===== src/rtl/led_blinker_pkg.sv =====
// rtl/led_blinker_pkg.sv - shared mode type and helpers for the LED blinker bank
package led_blinker_pkg;

    // Channel operating mode; values match the wr_mode codes
    typedef enum logic [1:0] {
        MODE_OFF   = 2'd0,
        MODE_ON    = 2'd1,
        MODE_BLINK = 2'd2,
        MODE_PULSE = 2'd3
    } mode_e;

    localparam logic [1:0] MODE_CODE_OFF   = 2'd0;
    localparam logic [1:0] MODE_CODE_ON    = 2'd1;
    localparam logic [1:0] MODE_CODE_BLINK = 2'd2;
    localparam logic [1:0] MODE_CODE_PULSE = 2'd3;

    // Every mode except OFF lights the LED on entry
    function automatic logic mode_lights(input mode_e m);
        return (m != MODE_OFF);
    endfunction

endpackage


===== src/rtl/tick_prescaler.sv =====
// rtl/tick_prescaler.sv - free-running divider producing a one-cycle base tick
module tick_prescaler #(
    parameter int TICK_DIV = 100000
) (
    input  logic clk,
    input  logic reset,
    input  logic clr,
    output logic tick
);

    localparam int CW = $clog2(TICK_DIV);
    localparam logic [CW-1:0] LAST = CW'(TICK_DIV - 1);

    logic [CW-1:0] r_cnt;

    // Count 0..TICK_DIV-1 and wrap; clr realigns the phase to zero
    always_ff @(posedge clk) begin
        if (reset || clr) begin
            r_cnt <= '0;
        end else if (r_cnt == LAST) begin
            r_cnt <= '0;
        end else begin
            r_cnt <= r_cnt + CW'(1);
        end
    end

    assign tick = (r_cnt == LAST);

endmodule


===== src/rtl/led_blinker_bank.sv =====
// rtl/led_blinker_bank.sv - bank of OFF/ON/BLINK/PULSE LED channels; LED_BLINKER_SYNC_EN adds phase-align input
module led_blinker_bank
    import led_blinker_pkg::*;
#(
    parameter int N_CH     = 3,
    parameter int TICK_DIV = 100000,
    parameter int PERIOD_W = 16
) (
    input  logic                                     clk,
    input  logic                                     reset,
`ifdef LED_BLINKER_SYNC_EN
    input  logic                                     sync,
`endif
    input  logic                                     wr_en,
    input  logic [((N_CH > 1) ? $clog2(N_CH) : 1)-1:0] wr_ch,
    input  logic [1:0]                               wr_mode,
    input  logic [PERIOD_W-1:0]                      wr_period,
    output logic [N_CH-1:0]                          led,
    output logic [N_CH-1:0]                          busy,
    output logic [N_CH-1:0]                          done
);

    logic                w_tick;
    mode_e               w_wr_mode;
    logic [PERIOD_W-1:0] w_wr_period;

    assign w_wr_mode   = mode_e'(wr_mode);
    assign w_wr_period = (wr_period == '0) ? PERIOD_W'(1) : wr_period;

    tick_prescaler #(
        .TICK_DIV (TICK_DIV)
    ) u_prescaler (
        .clk   (clk),
        .reset (reset),
`ifdef LED_BLINKER_SYNC_EN
        .clr   (sync),
`else
        .clr   (1'b0),
`endif
        .tick  (w_tick)
    );

    for (genvar g = 0; g < N_CH; g++) begin : g_ch
        mode_e               r_mode;
        logic [PERIOD_W-1:0] r_period;
        logic [PERIOD_W-1:0] r_cnt;
        logic                r_led;
        logic                r_busy;
        logic                r_done;
        logic                w_hit;
        logic                w_last;

        // Out-of-range channel numbers never match any generated index
        assign w_hit  = wr_en && (int'(wr_ch) == g);
        assign w_last = (r_cnt == r_period - PERIOD_W'(1));

        // Channel state: write beats sync beats tick
        always_ff @(posedge clk) begin
            if (reset) begin
                r_mode   <= MODE_OFF;
                r_period <= PERIOD_W'(1);
                r_cnt    <= '0;
                r_led    <= 1'b0;
                r_busy   <= 1'b0;
                r_done   <= 1'b0;
            end else begin
                r_done <= 1'b0;
                if (w_hit) begin
                    r_mode   <= w_wr_mode;
                    r_period <= w_wr_period;
                    r_cnt    <= '0;
                    r_led    <= mode_lights(w_wr_mode);
                    r_busy   <= (w_wr_mode == MODE_PULSE);
                end
`ifdef LED_BLINKER_SYNC_EN
                else if (sync) begin
                    r_cnt <= '0;
                    if (r_mode == MODE_BLINK) begin
                        r_led <= 1'b1;
                    end
                end
`endif
                else if (w_tick) begin
                    case (r_mode)
                        MODE_BLINK: begin
                            if (w_last) begin
                                r_led <= ~r_led;
                                r_cnt <= '0;
                            end else begin
                                r_cnt <= r_cnt + PERIOD_W'(1);
                            end
                        end
                        MODE_PULSE: begin
                            if (w_last) begin
                                r_mode <= MODE_OFF;
                                r_led  <= 1'b0;
                                r_busy <= 1'b0;
                                r_done <= 1'b1;
                                r_cnt  <= '0;
                            end else begin
                                r_cnt <= r_cnt + PERIOD_W'(1);
                            end
                        end
                        default: r_cnt <= '0;
                    endcase
                end
            end
        end

        assign led[g]  = r_led;
        assign busy[g] = r_busy;
        assign done[g] = r_done;
    end

endmodule

===== config.mk =====
export PLATFORM = sky130hd
export DESIGN_NAME = led_blinker_bank
export DESIGN_NICKNAME = d
export VERILOG_FILES = /design/src/rtl/led_blinker_pkg.sv /design/src/rtl/tick_prescaler.sv /design/src/rtl/led_blinker_bank.sv
export SDC_FILE = /design/constraint.sdc
export NUM_CORES = 1
export LEC_CHECK = 0
export CAP_MARGIN = 40
export CORE_MARGIN = 2
export CORE_UTILIZATION = 55
export CTS_BUF_LIST = sky130_fd_sc_hd__clkbuf_16
export DETAILED_ROUTE_END_ITERATION = 7
export PLACE_DENSITY = 0.75
export SLEW_MARGIN = 10
export SYNTH_ARGS = -nofsm -noshare
export SYNTH_HDL_FRONTEND = slang
export SYNTH_HIERARCHICAL = 1
export SYNTH_SLANG_ARGS = --single-unit

===== constraint.sdc =====
create_clock -name clk -period 3.1 [get_ports clk]
set_input_delay 0.62 -clock clk [delete_from_list [all_inputs] [get_ports clk]]
set_output_delay 0.62 -clock clk [all_outputs]
set_load 0.005 [all_outputs]

== Yosys cells after proc, flatten, opt, wreduce, memory -nomap -nowiden ==
Index checks and enable logic that the tools add are counted.

* Reduce and logical (&&, ||, !) cells: 34
* Div/mod/pow operators: 0
* Magnitude comparators: 0
* Shift-type cells: 0
* Add/subtract/negate cells: 7
* Multiply operators: 0
* Mux-type cells: 46
* Bitwise logic cells: 7
* Eq/ne operators: 19

{| class="wikitable"
|+ Operators by type and width
! kind !! number
|-
| 16-bit 2-to-1 mux || 7
|-
| 16-bit by 1-bit adder with 16-bit output (second input constant) || 3
|-
| 16-bit == test || 3
|-
| 16-bit by 1-bit subtractor with 16-bit output (second input constant) || 3
|-
| 1-bit 2-to-1 mux || 24
|-
| 2-bit 2-to-1 mux || 12
|-
| 2-bit nonzero test || 10
|-
| 2-bit == test (second input constant) || 9
|-
| 3-bit inequality test (second input constant) || 6
|-
| 17-bit by 1-bit adder with 17-bit output (second input constant) || 1
|-
| 17-bit == test (second input constant) || 1
|-
| 16-bit zero test || 1
|-
| 2-bit OR reduction || 7
|-
| 4-bit AND reduction || 3
|-
| 4-bit OR reduction || 3
|-
| 3-bit AND reduction || 3
|-
| 3-bit nonzero test || 3
|-
| 1-bit inverter || 7
|-
| 1-bit case mux with 2 select lines || 3
|-
| 1-bit logical AND || 3
|-
| 2-bit zero test || 1
|}

* Memory bits (read-only): 0
* Bits in latches: 0
* Bits in writable memories: 0
* Bits in registers: 128
* Memories kept: 0

== Logic depth before layout (Yosys ltp) ==
* Depth in word-level cells: 6
* Depth in mapped cells: 12
* Depth with buffers taken out: 10

== Modules after synthesis ==
Netlist, hierarchy kept.

{| class="wikitable"
|+ By module, submodules not included
! module !! cells each !! area an instance (um^2) !! sequential area each (um^2) !! instances
|-
| led_blinker_bank || 862 || 6572.6 || 2222.1 || 1
|-
| tick_prescaler || 89 || 767.0 || 340.3 || 1
|}

== Least setup slack after synthesis ==
No wires, ideal clock.

* Kind: register to register
* Start point: register g_ch[2].r_period[4]
* End point: register g_ch[2].r_cnt[11]
* Path buffers: 3
* Arrival time: 2674 ps
* Cell stages (with the launch flop): 12
* Setup slack: 296 ps
* Required time: 2971 ps
* Cell sequence: dfxtp_1 clkbuf_1 or4_1 clkbuf_1 nor3_1 mux2_2 o21ai_0 o2111a_1 nand2_1 buf_2 a31oi_1 nor2_1

* Cells in the longest elaborated chain, start to end: 4

{| class="wikitable"
|+ Ends and longest elaborated chain
! item !! line !! source
|-
| start, declared || led_blinker_bank.sv:45 || <nowiki>logic [PERIOD_W-1:0] r_period;</nowiki>
|-
| start signal, assigned || led_blinker_bank.sv:70 || <nowiki>r_period <= w_wr_period;</nowiki>
|-
| 16-bit by 1-bit subtractor with 16-bit output || led_blinker_bank.sv:55 || <nowiki>assign w_last = (r_cnt == r_period - PERIOD_W'(1));</nowiki>
|-
| 16-bit == test || led_blinker_bank.sv:55 ||
|-
| 16-bit 2-to-1 mux || led_blinker_bank.sv:86, led_blinker_bank.sv:94 ||
|-
| 16-bit 2-to-1 mux || n/a ||
|-
| end signal, assigned || led_blinker_bank.sv:90 || <nowiki>r_cnt <= r_cnt + PERIOD_W'(1);</nowiki>
|-
| end signal, assigned || led_blinker_bank.sv:101 || <nowiki>r_cnt <= r_cnt + PERIOD_W'(1);</nowiki>
|-
| end, declared || led_blinker_bank.sv:46 || <nowiki>logic [PERIOD_W-1:0] r_cnt;</nowiki>
|}

Every way passes these cells.
A chain may end at the register's enable or synchronous reset.

== Worst setup path in the final report ==
* Start point: register g_ch[2].r_period[0]
* End point: register g_ch[2].r_cnt[1]

The elaborated chain is that of the path after synthesis.

==> metrics.yaml <==
cts:
  cts_sinks: 128
  clk_pin_slew_ps: 60
  numCtsBuffers: 17
  clk_latency_ps: 420
  clk_path_buf_depth: 2
  root_buffer: "clkbuf_16"
  htree_levels: 4
  cts_tree: "built"
  post_cts_buffers: 0
logic_synthesis:
  syn_avg_cell_area_um2: 7.72
  yosys_warnings: 6
  ys_seq_area_share_pct: 34.9
  ys_types: 70
  syn_inst: 951
  ys_ff_latch: 128
  synth_common_cells: "nand2_1 (159), dfxtp_1 (128), nor2_1 (83), a21oi_1 (56), xnor2_1 (56)"
  ys.flop_type: "dfxtp_1"
  netlist.area_leader.share_pct: 34.9
  netlist_area_um2: 7340
  synth_edf_count: 0
  ys_async_sr_fraction_pct: 0
  yosysMostFrequentCell: "nand2_1"
  yosys.area.top_type: "dfxtp_1"
  syn_nets: 981
  synth.area.top_cells: "dfxtp_1 (35%), nand2_1 (8.1%), xnor2_1 (6.7%)"
critical_path:
  start_kind: "flip-flop"
  worst_r2r_path_depth: 12
  worstPathRequired_ps: 3390
  r2r_setup_slack_ps: 210
  cp-end-kind: "flip-flop"
  path_max_fanout: 14
  r2r-start: "g_ch[2].r_period[0]"
  arrival_ps: 3180
  critPathCapture: "g_ch[2].r_cnt[1]"
  r2r_end: "g_ch[2].r_cnt[1]"
  crit_type: "reg -> reg"
  cp-startpoint: "g_ch[2].r_period[0]"
min_path:
  hold_class: "reg -> reg"
global_routing:
  grt_start_max_net_pins: 40
  grt_pass1_vias: 6295
  grt_usage_pct: 27.0
  top_usage_layer: "met2"
  grt_pass1_wl_um: 31400
  grt_antenna_before_repair: 0
  globalRouteOverflowTotal: 0
  grt_use_met3_pct: 4.80
  grt_use_met1_pct: 37.2
  grtUsageMet2_pct: 43.2
timing:
  finalSetupTns_ps: 0
  finalSetupViolCount: 0
  finalCriticalPeriod_ps: 2890
  fmaxAchievable_ghz: 0.346
  finalCritPeriodShare_pct: 93.2
  slew_viol_final: 0
  fin_skew_ps: 7.20
  rsz0062_at_grt: "false"
  slew_headroom_pct: 48.6
  final_hold_viol_count: 0
  worst-slew-pin-transition_ps: 766
power:
  powerDensity_nw_per_um2: 496
  ir_worst_vdd_mv: 0.365
  power_leakage_nw: 3.02
route:
  routed_wl_um: 18800
  wire_per_inst_um: 16.2
  first_iter_violations: 574
  dr.pass1.iters: 6
  antenna_left: 0
  remaining_drc_errors: 0
  viasPerCell: 6.05
  num_vias: 7013
place:
  io_buffers: 31
  dp_hpwl_um: 13400
  place_congestion: 0.908
die:
  die_h_um: 120
  initial_utilization_pct: 55.9
  row_count: 42
  design.die.area_um2: 14300
  ios: 32
  core_area_um2: 13100
  die_x_um: 120
layout:
  nets: 1001
  area_growth_pct: 15.6
  n_antenna_cell: 0
  layout-drive-gt1-share_pct: 10.6
  final_core_util_pct: 64.6
run:
  maxCapViolations: 0
run_status:
  status: "complete, no violations"
==> cell type report <==
cell class	count	area, um2
well taps	176	220
repair buffers	68	587
inverters	15	56.3
flip-flops and latches	128	2560
clock buffers	17	425
clock inverters	15	169
multi-input cells	741	4470
fillers	1181	4650
==> worst max-delay path, stage by stage, from the launching register on <==
cell and delay, ps:
dfxtp_1 410, inv_1 70, ha_1 240, buf_4 150
nor3b_1 160, nor4_1 250, a31oi_1 70, o311ai_0 470
o2111a_1 290, nand2_2 180, buf_4 230, a32oi_1 190
nor2_1 50
==> cell families (layout without fill, tap and decap cells) <==
family          Yosys count  count (layout)  synth area share (%)
fa+ha+maj                 7               7                  1.19
xor+xnor                 85              85                  10.1
mux                       7               7                  1.02
flops                   128             128                  34.9
other cells               1               1                0.0511
compound gates          191             191                  17.2
buf+inv                  82             115                  5.03
simple gates            450             450                  30.5
==> per-layer routing <==
layer,wire [um],share of wire (%),vias to the layer above
met4,302,1.6,0
li1,-,-,3458
met2,8790,47,178
met3,940,5.0,27
met5,0,0,-
met1,8770,47,3350
==> report_power, final <==
group	internal (mW)	switching (mW)	leakage, nW
sequential	1.68	0.0362	1.04
combinational	0.197	0.290	1.71
clock	1.26	0.755	0.280
==> sequential cells by signal (all words and copies together) (netlist names) <==
register and cells:
g_ch.r_led 3, g_ch.r_period 48, g_ch.r_mode 6, g_ch.r_done 3, u_prescaler/r_cnt 17, g_ch.r_busy 3, g_ch.r_cnt 48
==> placed cells by master (no fill, tap or decap), types with 6 or more instances in the layout <==
| cell | n |
|---|---|
| inv_1 | 14 |
| xnor2_1 | 56 |
| buf_4 | 36 |
| o21ai_0 | 18 |
| clkbuf_16 | 17 |
| o211ai_1 | 10 |
| nor2_1 | 83 |
| a41oi_1 | 10 |
| nor3_1 | 37 |
| xor2_1 | 29 |
| clkdlybuf4s50_1 | 30 |
| nand2_1 | 157 |
| nor4_1 | 19 |
| a21oi_1 | 56 |
| or2_2 | 9 |
| dfxtp_1 | 128 |
| or4_1 | 9 |
| ha_1 | 7 |
| nand3b_1 | 6 |
| nand3_1 | 33 |
| nand4_1 | 17 |
| and3_1 | 23 |
| nand2b_1 | 6 |
| a31oi_1 | 50 |
==> how the worst min path moves through the flow <==
| stage | startpoint | endpoint | depth (start not counted) |
|---|---|---|---|
| after floorplan | u_prescaler/r_cnt[0] | u_prescaler/r_cnt[0] | 1 |
| after global placement | u_prescaler/r_cnt[0] | u_prescaler/r_cnt[0] | 1 |
| after detailed placement | g_ch[0].r_period[15] | g_ch[0].r_period[15] | 2 |
| after CTS | g_ch[0].r_period[15] | g_ch[0].r_period[15] | 2 |
| after global routing | g_ch[0].r_period[15] | g_ch[0].r_period[15] | 2 |
| final | u_prescaler/r_cnt[0] | u_prescaler/r_cnt[0] | 1 |
==> per-stage QoR <==
step	setup slack, ps	std cells	hold WS, ps	power [mW]	instance area [um2]
6_report	210	1160	483	4.21	8490
5_1_grt	7.80	1160	492	4.36	8490
4_1_cts	58.5	1160	482	4.21	8430
3_5_place_dp	74.9	1128	474	2.21	7840
3_3_place_gp	131	1128	460	2.20	7840
2_1_floorplan	296	951	441	2.06	7340
==> what timing repair did <==
action	4_1_cts	5_1_grt
resized for setup	0	11
hold buffers	0	0
endpoints found under the hold margin	0	0
setup endpoints to repair	0	46
Power figures use the tool's default switching activity.
